<file path="src/rtl/uart_pkg.sv">
// Shared definitions for the UART engine.
//   UART_DATA_W      : data bits per frame (8N1 format)
//   CLKS_PER_BIT_DEF : default clock cycles per serial bit (50 MHz / 115200)
//   tx_state_t       : transmit FSM states
//   rx_state_t       : receive FSM states
package uart_pkg;

    localparam int UART_DATA_W      = 8;
    localparam int CLKS_PER_BIT_DEF = 434;

    typedef enum logic [2:0] {
        TX_IDLE,
        TX_START,
        TX_DATA,
        TX_STOP,
        TX_DONE
    } tx_state_t;

    typedef enum logic [1:0] {
        RX_IDLE,
        RX_START,
        RX_DATA,
        RX_STOP
    } rx_state_t;

endpackage

</file>
<file path="src/rtl/uart_bit_timer.sv">
// Bit-period timer. Counts 0..CLKS_PER_BIT-1 and wraps to 0 at each bit
// boundary; restart holds the count at 0.
// Ports:
//   clk       : clock (rising edge)
//   rst_n     : asynchronous active-low reset
//   restart   : force the count back to 0 on the next edge
//   bit_done  : count is at the last cycle of a bit period
//   half_done : count is at the last cycle of the first half of a bit period
module uart_bit_timer
    import uart_pkg::*;
#(
    parameter int CLKS_PER_BIT = CLKS_PER_BIT_DEF
) (
    input  logic clk,
    input  logic rst_n,
    input  logic restart,
    output logic bit_done,
    output logic half_done
);

    localparam int CNT_W = $clog2(CLKS_PER_BIT);
    localparam logic [CNT_W-1:0] LAST = CNT_W'(CLKS_PER_BIT - 1);
    localparam logic [CNT_W-1:0] HALF = CNT_W'(CLKS_PER_BIT / 2 - 1);

    logic [CNT_W-1:0] cnt_reg;

    always_ff @(posedge clk or negedge rst_n) begin
        if (!rst_n) begin
            cnt_reg <= '0;
        end else if (restart || cnt_reg == LAST) begin
            cnt_reg <= '0;
        end else begin
            cnt_reg <= cnt_reg + 1'b1;
        end
    end

    assign bit_done  = (cnt_reg == LAST);
    assign half_done = (cnt_reg == HALF);

endmodule

</file>
<file path="src/rtl/uart_engine.sv">
// 8N1 UART engine with independent transmitter and receiver.
// Ports:
//   clk_i        : clock (rising edge)
//   rst_ni       : asynchronous active-low reset
//   ctrl_i       : control-register image, bit0 = send request
//   tx_data_i    : byte to transmit, captured when a frame starts
//   clear_send_o : one-cycle pulse (TX DONE) clearing the send bit
//   set_new_o    : one-cycle pulse setting the new-data bit on a good frame
//   rx_data_o    : last correctly received byte
//   frame_err_o  : one-cycle pulse when the stop bit is sampled low
//   tx_busy_o    : transmitter is not idle
//   tx_o         : serial output, idle high
//   rx_i         : asynchronous serial input
module uart_engine
    import uart_pkg::*;
#(
    parameter int CLKS_PER_BIT = CLKS_PER_BIT_DEF
) (
    input  logic                   clk_i,
    input  logic                   rst_ni,
    input  logic [31:0]            ctrl_i,
    input  logic [UART_DATA_W-1:0] tx_data_i,
    output logic                   clear_send_o,
    output logic                   set_new_o,
    output logic [UART_DATA_W-1:0] rx_data_o,
    output logic                   frame_err_o,
    output logic                   tx_busy_o,
    output logic                   tx_o,
    input  logic                   rx_i
);

    localparam int IDX_W = $clog2(UART_DATA_W);
    localparam logic [IDX_W-1:0] LAST_IDX = IDX_W'(UART_DATA_W - 1);

    // Only the send bit of the control image matters here.
    logic ctrl_unused;
    assign ctrl_unused = ^ctrl_i[31:1];

    // ------------------------------------------------------------------
    // Transmitter
    // ------------------------------------------------------------------
    tx_state_t              tx_state_reg, tx_state_next;
    logic [UART_DATA_W-1:0] tx_data_reg;
    logic [IDX_W-1:0]       tx_idx_reg;
    logic                   tx_bit_done;
    logic                   tx_half_unused;
    logic                   tx_restart;

    // Timer runs only while a bit is on the line; it is parked at 0 in
    // IDLE and DONE so START always gets a full bit period.
    assign tx_restart = (tx_state_reg == TX_IDLE) || (tx_state_reg == TX_DONE);

    uart_bit_timer #(.CLKS_PER_BIT(CLKS_PER_BIT)) u_tx_timer (
        .clk       (clk_i),
        .rst_n     (rst_ni),
        .restart   (tx_restart),
        .bit_done  (tx_bit_done),
        .half_done (tx_half_unused)
    );

    always_ff @(posedge clk_i or negedge rst_ni) begin
        if (!rst_ni) begin
            tx_state_reg <= TX_IDLE;
            tx_data_reg  <= '0;
            tx_idx_reg   <= '0;
        end else begin
            tx_state_reg <= tx_state_next;
            if (tx_state_reg == TX_IDLE && ctrl_i[0]) begin
                tx_data_reg <= tx_data_i;
            end
            if (tx_state_reg == TX_START) begin
                tx_idx_reg <= '0;
            end else if (tx_state_reg == TX_DATA && tx_bit_done) begin
                tx_idx_reg <= tx_idx_reg + 1'b1;
            end
        end
    end

    always_comb begin
        tx_state_next = tx_state_reg;
        case (tx_state_reg)
            TX_IDLE:  if (ctrl_i[0]) tx_state_next = TX_START;
            TX_START: if (tx_bit_done) tx_state_next = TX_DATA;
            TX_DATA:  if (tx_bit_done && tx_idx_reg == LAST_IDX) tx_state_next = TX_STOP;
            TX_STOP:  if (tx_bit_done) tx_state_next = TX_DONE;
            TX_DONE:  tx_state_next = TX_IDLE;
            default:  tx_state_next = TX_IDLE;
        endcase
    end

    always_comb begin
        tx_o = 1'b1;
        case (tx_state_reg)
            TX_START: tx_o = 1'b0;
            TX_DATA:  tx_o = tx_data_reg[tx_idx_reg];
            default:  tx_o = 1'b1;
        endcase
    end

    assign clear_send_o = (tx_state_reg == TX_DONE);
    assign tx_busy_o    = (tx_state_reg != TX_IDLE);

    // ------------------------------------------------------------------
    // Receiver
    // ------------------------------------------------------------------
    rx_state_t              rx_state_reg, rx_state_next;
    logic [1:0]             rx_sync_reg;
    logic                   rx_prev_reg;
    logic                   rx_s;
    logic [UART_DATA_W-1:0] rx_shift_reg;
    logic [IDX_W-1:0]       rx_idx_reg;
    logic [UART_DATA_W-1:0] rx_data_reg;
    logic                   set_new_reg;
    logic                   frame_err_reg;
    logic                   rx_bit_done;
    logic                   rx_half_done;
    logic                   rx_restart;

    assign rx_s = rx_sync_reg[1];

    // Restarting at the half-bit point of the start bit makes every later
    // bit_done land in the middle of a bit.
    assign rx_restart = (rx_state_reg == RX_IDLE) ||
                        (rx_state_reg == RX_START && rx_half_done);

    uart_bit_timer #(.CLKS_PER_BIT(CLKS_PER_BIT)) u_rx_timer (
        .clk       (clk_i),
        .rst_n     (rst_ni),
        .restart   (rx_restart),
        .bit_done  (rx_bit_done),
        .half_done (rx_half_done)
    );

    always_ff @(posedge clk_i or negedge rst_ni) begin
        if (!rst_ni) begin
            rx_sync_reg   <= 2'b11;
            rx_prev_reg   <= 1'b1;
            rx_state_reg  <= RX_IDLE;
            rx_shift_reg  <= '0;
            rx_idx_reg    <= '0;
            rx_data_reg   <= '0;
            set_new_reg   <= 1'b0;
            frame_err_reg <= 1'b0;
        end else begin
            rx_sync_reg   <= {rx_sync_reg[0], rx_i};
            rx_prev_reg   <= rx_s;
            rx_state_reg  <= rx_state_next;
            set_new_reg   <= 1'b0;
            frame_err_reg <= 1'b0;
            if (rx_state_reg == RX_START && rx_half_done) begin
                rx_idx_reg <= '0;
            end
            if (rx_state_reg == RX_DATA && rx_bit_done) begin
                rx_shift_reg <= {rx_s, rx_shift_reg[UART_DATA_W-1:1]};
                rx_idx_reg   <= rx_idx_reg + 1'b1;
            end
            if (rx_state_reg == RX_STOP && rx_bit_done) begin
                if (rx_s) begin
                    rx_data_reg <= rx_shift_reg;
                    set_new_reg <= 1'b1;
                end else begin
                    frame_err_reg <= 1'b1;
                end
            end
        end
    end

    // The edge detector needs the line to have been high the cycle before,
    // so after a bad stop bit a new frame waits for the line to go high.
    always_comb begin
        rx_state_next = rx_state_reg;
        case (rx_state_reg)
            RX_IDLE:  if (rx_prev_reg && !rx_s) rx_state_next = RX_START;
            RX_START: if (rx_half_done) rx_state_next = rx_s ? RX_IDLE : RX_DATA;
            RX_DATA:  if (rx_bit_done && rx_idx_reg == LAST_IDX) rx_state_next = RX_STOP;
            RX_STOP:  if (rx_bit_done) rx_state_next = RX_IDLE;
            default:  rx_state_next = RX_IDLE;
        endcase
    end

    assign rx_data_o   = rx_data_reg;
    assign set_new_o   = set_new_reg;
    assign frame_err_o = frame_err_reg;

endmodule

</file>
<file path="config.mk">
export PLATFORM = sky130hd
export DESIGN_NAME = uart_engine
export DESIGN_NICKNAME = d
export VERILOG_FILES = /design/src/rtl/uart_pkg.sv /design/src/rtl/uart_bit_timer.sv /design/src/rtl/uart_engine.sv
export SDC_FILE = /design/constraint.sdc
export NUM_CORES = 1
export LEC_CHECK = 0
export BUFFER_PORTS_ARGS = -buffer_cell sky130_fd_sc_hd__buf_4
export CORE_ASPECT_RATIO = 2
export CORE_UTILIZATION = 49
export DETAILED_ROUTE_END_ITERATION = 10
export GPL_TIMING_DRIVEN = 0
export PLACE_DENSITY_LB_ADDON = 0.12
export SYNTH_ARGS = -nofsm -noshare
export SYNTH_HDL_FRONTEND = slang
export SYNTH_SLANG_ARGS = --single-unit
</file>
<file path="constraint.sdc">
create_clock -name clk_i -period 1.85 [get_ports clk_i]
set_clock_uncertainty 0.2 [all_clocks]
set_input_delay 0.185 -clock clk_i [delete_from_list [all_inputs] [get_ports clk_i]]
set_output_delay 0.185 -clock clk_i [all_outputs]
set_load 0.03 [all_outputs]
</file>
# == Yosys cells after proc, flatten, opt, wreduce, memory -nomap -nowiden ==
# Index checks and enable logic that the tools add are counted.
# word_totals
ff_bits,58
in_bits,43
out_inout_bits,13
wordCells,83
# op_classes
n_addsub,4
n_lt_le_gt_ge,1
eq_ne,20
mux,24
n_reduce_logical,21
# ops
cell,count
3-bit 2-to-1 mux,8
9-bit by 1-bit adder with 9-bit output (second input constant),2
9-bit == test (second input constant),2
9-bit 2-to-1 mux,2
3-bit one-hot mux with 4 select lines,1
2-bit 2-to-1 mux,5
2-bit != test (second input constant),5
3-bit == test (second input constant),3
9-bit by 8-bit == test with 1-bit output (second input constant),1
1-bit logical AND,8
2-bit one-hot mux with 4 select lines,1
4-bit AND reduction,2
3-bit by 1-bit adder with 3-bit output (second input constant),2
3-bit by 2-bit == test with 1-bit output (second input constant),2
2-bit by 1-bit != test with 1-bit output (second input constant),3
1-bit 2-to-1 mux,5
2-bit == test (second input constant),2
1-bit logical OR,4
3-bit by 4-bit less-than comparator with 1-bit output (second input constant),1
2-bit nonzero test,2
1-bit binary-select mux with 3-bit select,1
3-bit by 1-bit == test with 1-bit output (second input constant),1
3-bit zero test,1
3-bit nonzero test,1
other kinds (5),5

# == Depth between registers and ports, before layout ==
# depth
ltp_word,5
mapped_depth,7
ltp_nobuf,5

# == Hierarchy ==
# A second synthesis with hierarchy kept.
# unflattened
hier_cells,224
hier_area_um2,2698.8
# by_module_without_submodules
mod,n_inst,cells_per_inst,area_per_inst_um2,seq_area_each_um2
uart_engine,1,128,1735.4,1004.7
uart_bit_timer,2,48,481.7,225.2

# == Worst setup path after synthesis ==
# OpenSTA, ideal clock, no wires.
# synth_path
kind,register to register
startpoint,register tx_state_reg[0]
endpoint,register tx_data_reg[0]
setup_ns,0.125
arrival_ns,1.719
required_time_ns,1.525
setup_slack_ns,-0.194
path_stages_with_launch,5
n_path_buf,1
period_less_slack_ns,2.044
cell_sequence,dfrtp_1 > clkbuf_1 > or3_1 > nor2_2 > mux2_2
# synth_between
elab_chain_cells,2
# synth_rtl
element,line,source
"start, declared",uart_engine.sv:42,"tx_state_t tx_state_reg, tx_state_next;"
"start signal, assigned",uart_engine.sv:67,tx_state_reg <= tx_state_next;
3-bit zero test,uart_engine.sv:68,if (tx_state_reg == TX_IDLE && ctrl_i[0]) begin
1-bit logical AND,uart_engine.sv:68,
"end signal, assigned",uart_engine.sv:69,tx_data_reg <= tx_data_i;
"end, declared",uart_engine.sv:43,logic [UART_DATA_W-1:0] tx_data_reg;
# Every way passes these cells.
# A chain may end at the register's enable or synchronous reset.

# == Worst setup path after layout ==
# layout_path
startpoint,register tx_idx_reg[0]
endpoint,output port tx_o
# layout_between
elab_chain_cells,3
# layout_rtl
element,line,source
"start, declared",uart_engine.sv:44,logic [IDX_W-1:0] tx_idx_reg;
"start signal, assigned",uart_engine.sv:74,tx_idx_reg <= tx_idx_reg + 1'b1;
1-bit binary-select mux with 3-bit select,uart_engine.sv:95,TX_DATA: tx_o = tx_data_reg[tx_idx_reg];
1-bit 2-to-1 mux (not written as such),uart_engine.sv:95,
1-bit one-hot mux with 2 select lines,uart_engine.sv:93,case (tx_state_reg)
"end, declared",uart_engine.sv:28,"output logic tx_o,"
# Every way passes these cells. The select of a mux whose other input is x is not followed.

==> results_dict.tcl <==
set metrics [dict create \
    synth-compound-area-share_pct 10.6 \
    via_per_inst 5.80 \
    max_cap_violations 0 \
    cts-root-buf "clkbuf_8" \
    critPathLaunch "tx_idx_reg[0]" \
    synth_top_cell_area_share_pct 49.2 \
    max_freq_ghz 0.483 \
    whs_path_depth 0 \
    dp.cells 315 \
    syn_area_um2 2800 \
    path_clk_slew_ns 0.07 \
    met3_usage_pct 6.41 \
    io_pins 56 \
    setup_viol 38 \
    drtIter0Drc 63 \
    rr_startpoint "u_rx_timer.cnt_reg[1]" \
    ys_warn_count 0 \
    rr_worst_depth 7 \
    path_cells "mux4_2 -> mux2i_1 -> a21oi_1 -> buf_4" \
    fin_ws_ns -0.219 \
    layout_commonest_cell "dfrtp_1" \
    clockBufferDepth 2 \
    synth_xor_area_share_pct 1.88 \
    dieArea_um2 6030 \
    synthCells 231 \
    period_share_pct 112 \
    hold_violations 0 \
    fin_util_pct 71.8 \
    routed_wl_um 6410 \
    core_um2 5470 \
    slew_headroom_pct 49.7 \
    placed_cell_area_um2 3070 \
    whs_endpoint "rx_sync_reg[1]" \
    synthAdderAreaFrac_pct 4.03 \
    arrival_ns 1.68 \
    crit_path_end_kind "primary output" \
    slowest_delay_ns 0.53 \
    grt_usage_pct 21.9 \
    synth-simple-area-share_pct 15.1 \
    cts_tree "yes" \
    finalMaxSlewViolations 0 \
    ys.flop_type "dfrtp_1" \
    required_ns 1.46 \
    min-delay-start "rx_sync_reg[0]" \
    drive_gt1_share_pct 45.2 \
    status "complete, but fails checks" \
    cts-buffers-inserted 9 \
    p_leak_nw 1.75 \
    synth_area_leaders "dfrtp_1, mux2_2, ha_1, dfstp_2, mux4_2" \
    chipHeight_um 109 \
    ir_drop_mv 0.922 \
    p_per_area_nw_per_um2 868 \
    grt_max_degree 59 \
    routedWlPerCell_um 17.7 \
    yosys.cell_types.count 51 \
    syn_to_final_growth_pct 40.4 \
    synth_edf_count 0 \
    n_antenna_cell 0 \
    antenna_found_initial 0 \
    die_w_um 55.4 \
    nets 351 \
    reg2reg_slack_ns -0.13 \
    finalNonFillerCells 363 \
    violations "setup timing" \
    worst_pin_slew_ns 0.755 \
    cts.sinks 58 \
    synth-seq-area-share_pct 52.0 \
    clk_latency_ns 0.34 \
    fin_area_um2 3930 \
    rsz0062_at_grt "true" \
    layout_min_cycle_time_ns 2.07 \
    grt_pass1_vias 2074 \
    worstSetupPathType "register to primary output" \
    async_reset_ff_share_pct 100 \
    grt-ovfl-total 0 \
    hp-class "register to register" \
    grt-busiest-layer "met2" \
    synth_top_family_by_area "simple AND/OR/NAND/NOR gates" \
    vias 2104 \
    cp_slowest_cell "mux4_2" \
    syn_avg_cell_area_um2 12.1 \
    drc_errors 0 \
    synth-seq-cells 58 \
    drtPass1Iterations 4 \
    syn-num-nets 283 \
    io_buffers 24 \
    n_fill_cell 374 \
    grt_pass1_wl_um 10000 \
    postRouteAntennaNets 0 \
    final_cell_mix "dfrtp_1, buf_4, mux2_2" \
    start_util_pct 51.1 \
    met2_usage_pct 37.8 \
    fp-row-count 38 \
    h-tree-depth 3 \
    use_met1_pct 23.8 \
    routabilityCongestion 0.813 \
    hpwlAfterDp_um 3800 \
    muxShareOfSynthArea_pct 13.2 \
    path_max_fanout 3 \
    start_kind "register" \
    r2r_end "rx_shift_reg[0]" \
    yosysTopAreaCell "dfrtp_1" \
]
==> layer usage <==
metal,wire length [µm],vias to the layer above
met5,0,-
met4,234,0
met3,234,23
met2,3590,48
met1,2340,1028
li1,-,1005
==> final cells by class <==
| cell class | count | area, µm² | area share, % |
|---|---|---|---|
| Clock buffer | 10 | 138 | 3.51 |
| Multi-Input combinational cell | 153 | 1510 | 38.4 |
| Tap cell | 60 | 75.1 | 1.91 |
| Buffer | 7 | 57.6 | 1.47 |
| Inverter | 11 | 41.3 | 1.05 |
| Clock inverter | 5 | 103 | 2.61 |
| Sequential cell | 58 | 1460 | 37.3 |
| Timing Repair Buffer | 59 | 538 | 13.7 |
==> cells by family (layout without fill, tap and decap cells) <==
logic type               after synthesis  after routing
AND/OR/NAND/NOR                       65             65
flip-flops                            58             58
AO/OA/AOI/OAI                         42             43
multiplexers                          30             30
buffers and inverters                 21             92
adder cells (fa/ha/maj)                9              9
XOR/XNOR                               6              6
==> how the worst max path moves through the flow <==
stage | endpoint | cells past startpoint
after CTS | tx_o | 4
final | tx_o | 4
after global routing | tx_o | 4
after detailed placement | u_rx_timer.cnt_reg[6] | 4
after floorplan | rx_shift_reg[0] | 7
after global placement | tx_idx_reg[0] | 3
==> where the power goes <==
part | total (mW) | internal (mW) | switching (mW)
Combinational | 0.473 | 0.275 | 0.198
Clock | 1.41 | 0.921 | 0.491
Sequential | 1.52 | 1.36 | 0.159
Total | 3.41 | 2.56 | 0.849
==> timing repair <==
item | 4_1_cts | 5_1_grt
resized for setup | 37 | 34
hold buffers | 11 | 0
gates cloned | 1 | 2
endpoints found under the hold margin | 65 | 0
setup endpoints to repair | 54 | 44
buffers inserted | 16 | 6
pin swaps | 6 | 22
==> synth_stat cells, drive strengths merged, types with 5 or more instances <==
library cell	n
dfrtp	55
mux2	24
inv	11
o21ai	11
or3	11
nor2	10
ha	9
nand3	9
a21oi	6
clkbuf	6
a211oi	5
nand4	5
==> metrics by stage <==
stage / hold WS, ns / power (mW) / setup WS, ns / setup TNS [ns]
3_3_place_gp: 0.0878 / 1.80 / -0.267 / -5.88
6_report: 0.156 / 3.41 / -0.219 / -2.93
2_1_floorplan: -0.311 / 1.69 / -0.0694 / -0.375
5_1_grt: 0.160 / 3.55 / -0.331 / -5.30
3_5_place_dp: 0.0910 / 1.81 / -0.309 / -7.11
4_1_cts: 0.159 / 3.35 / -0.267 / -1.34
==> worst max-delay path, delay by kind of cell, from the launching register on <==
| family | cells | cell delay, ns |
|---|---|---|
| AOI/OAI and AO/OA | 1 | 0.08 |
| buffers and inverters | 1 | 0.17 |
| DFF | 1 | 0.41 |
| muxes | 2 | 0.69 |
Note: power is estimated with default switching activity, not from simulation.
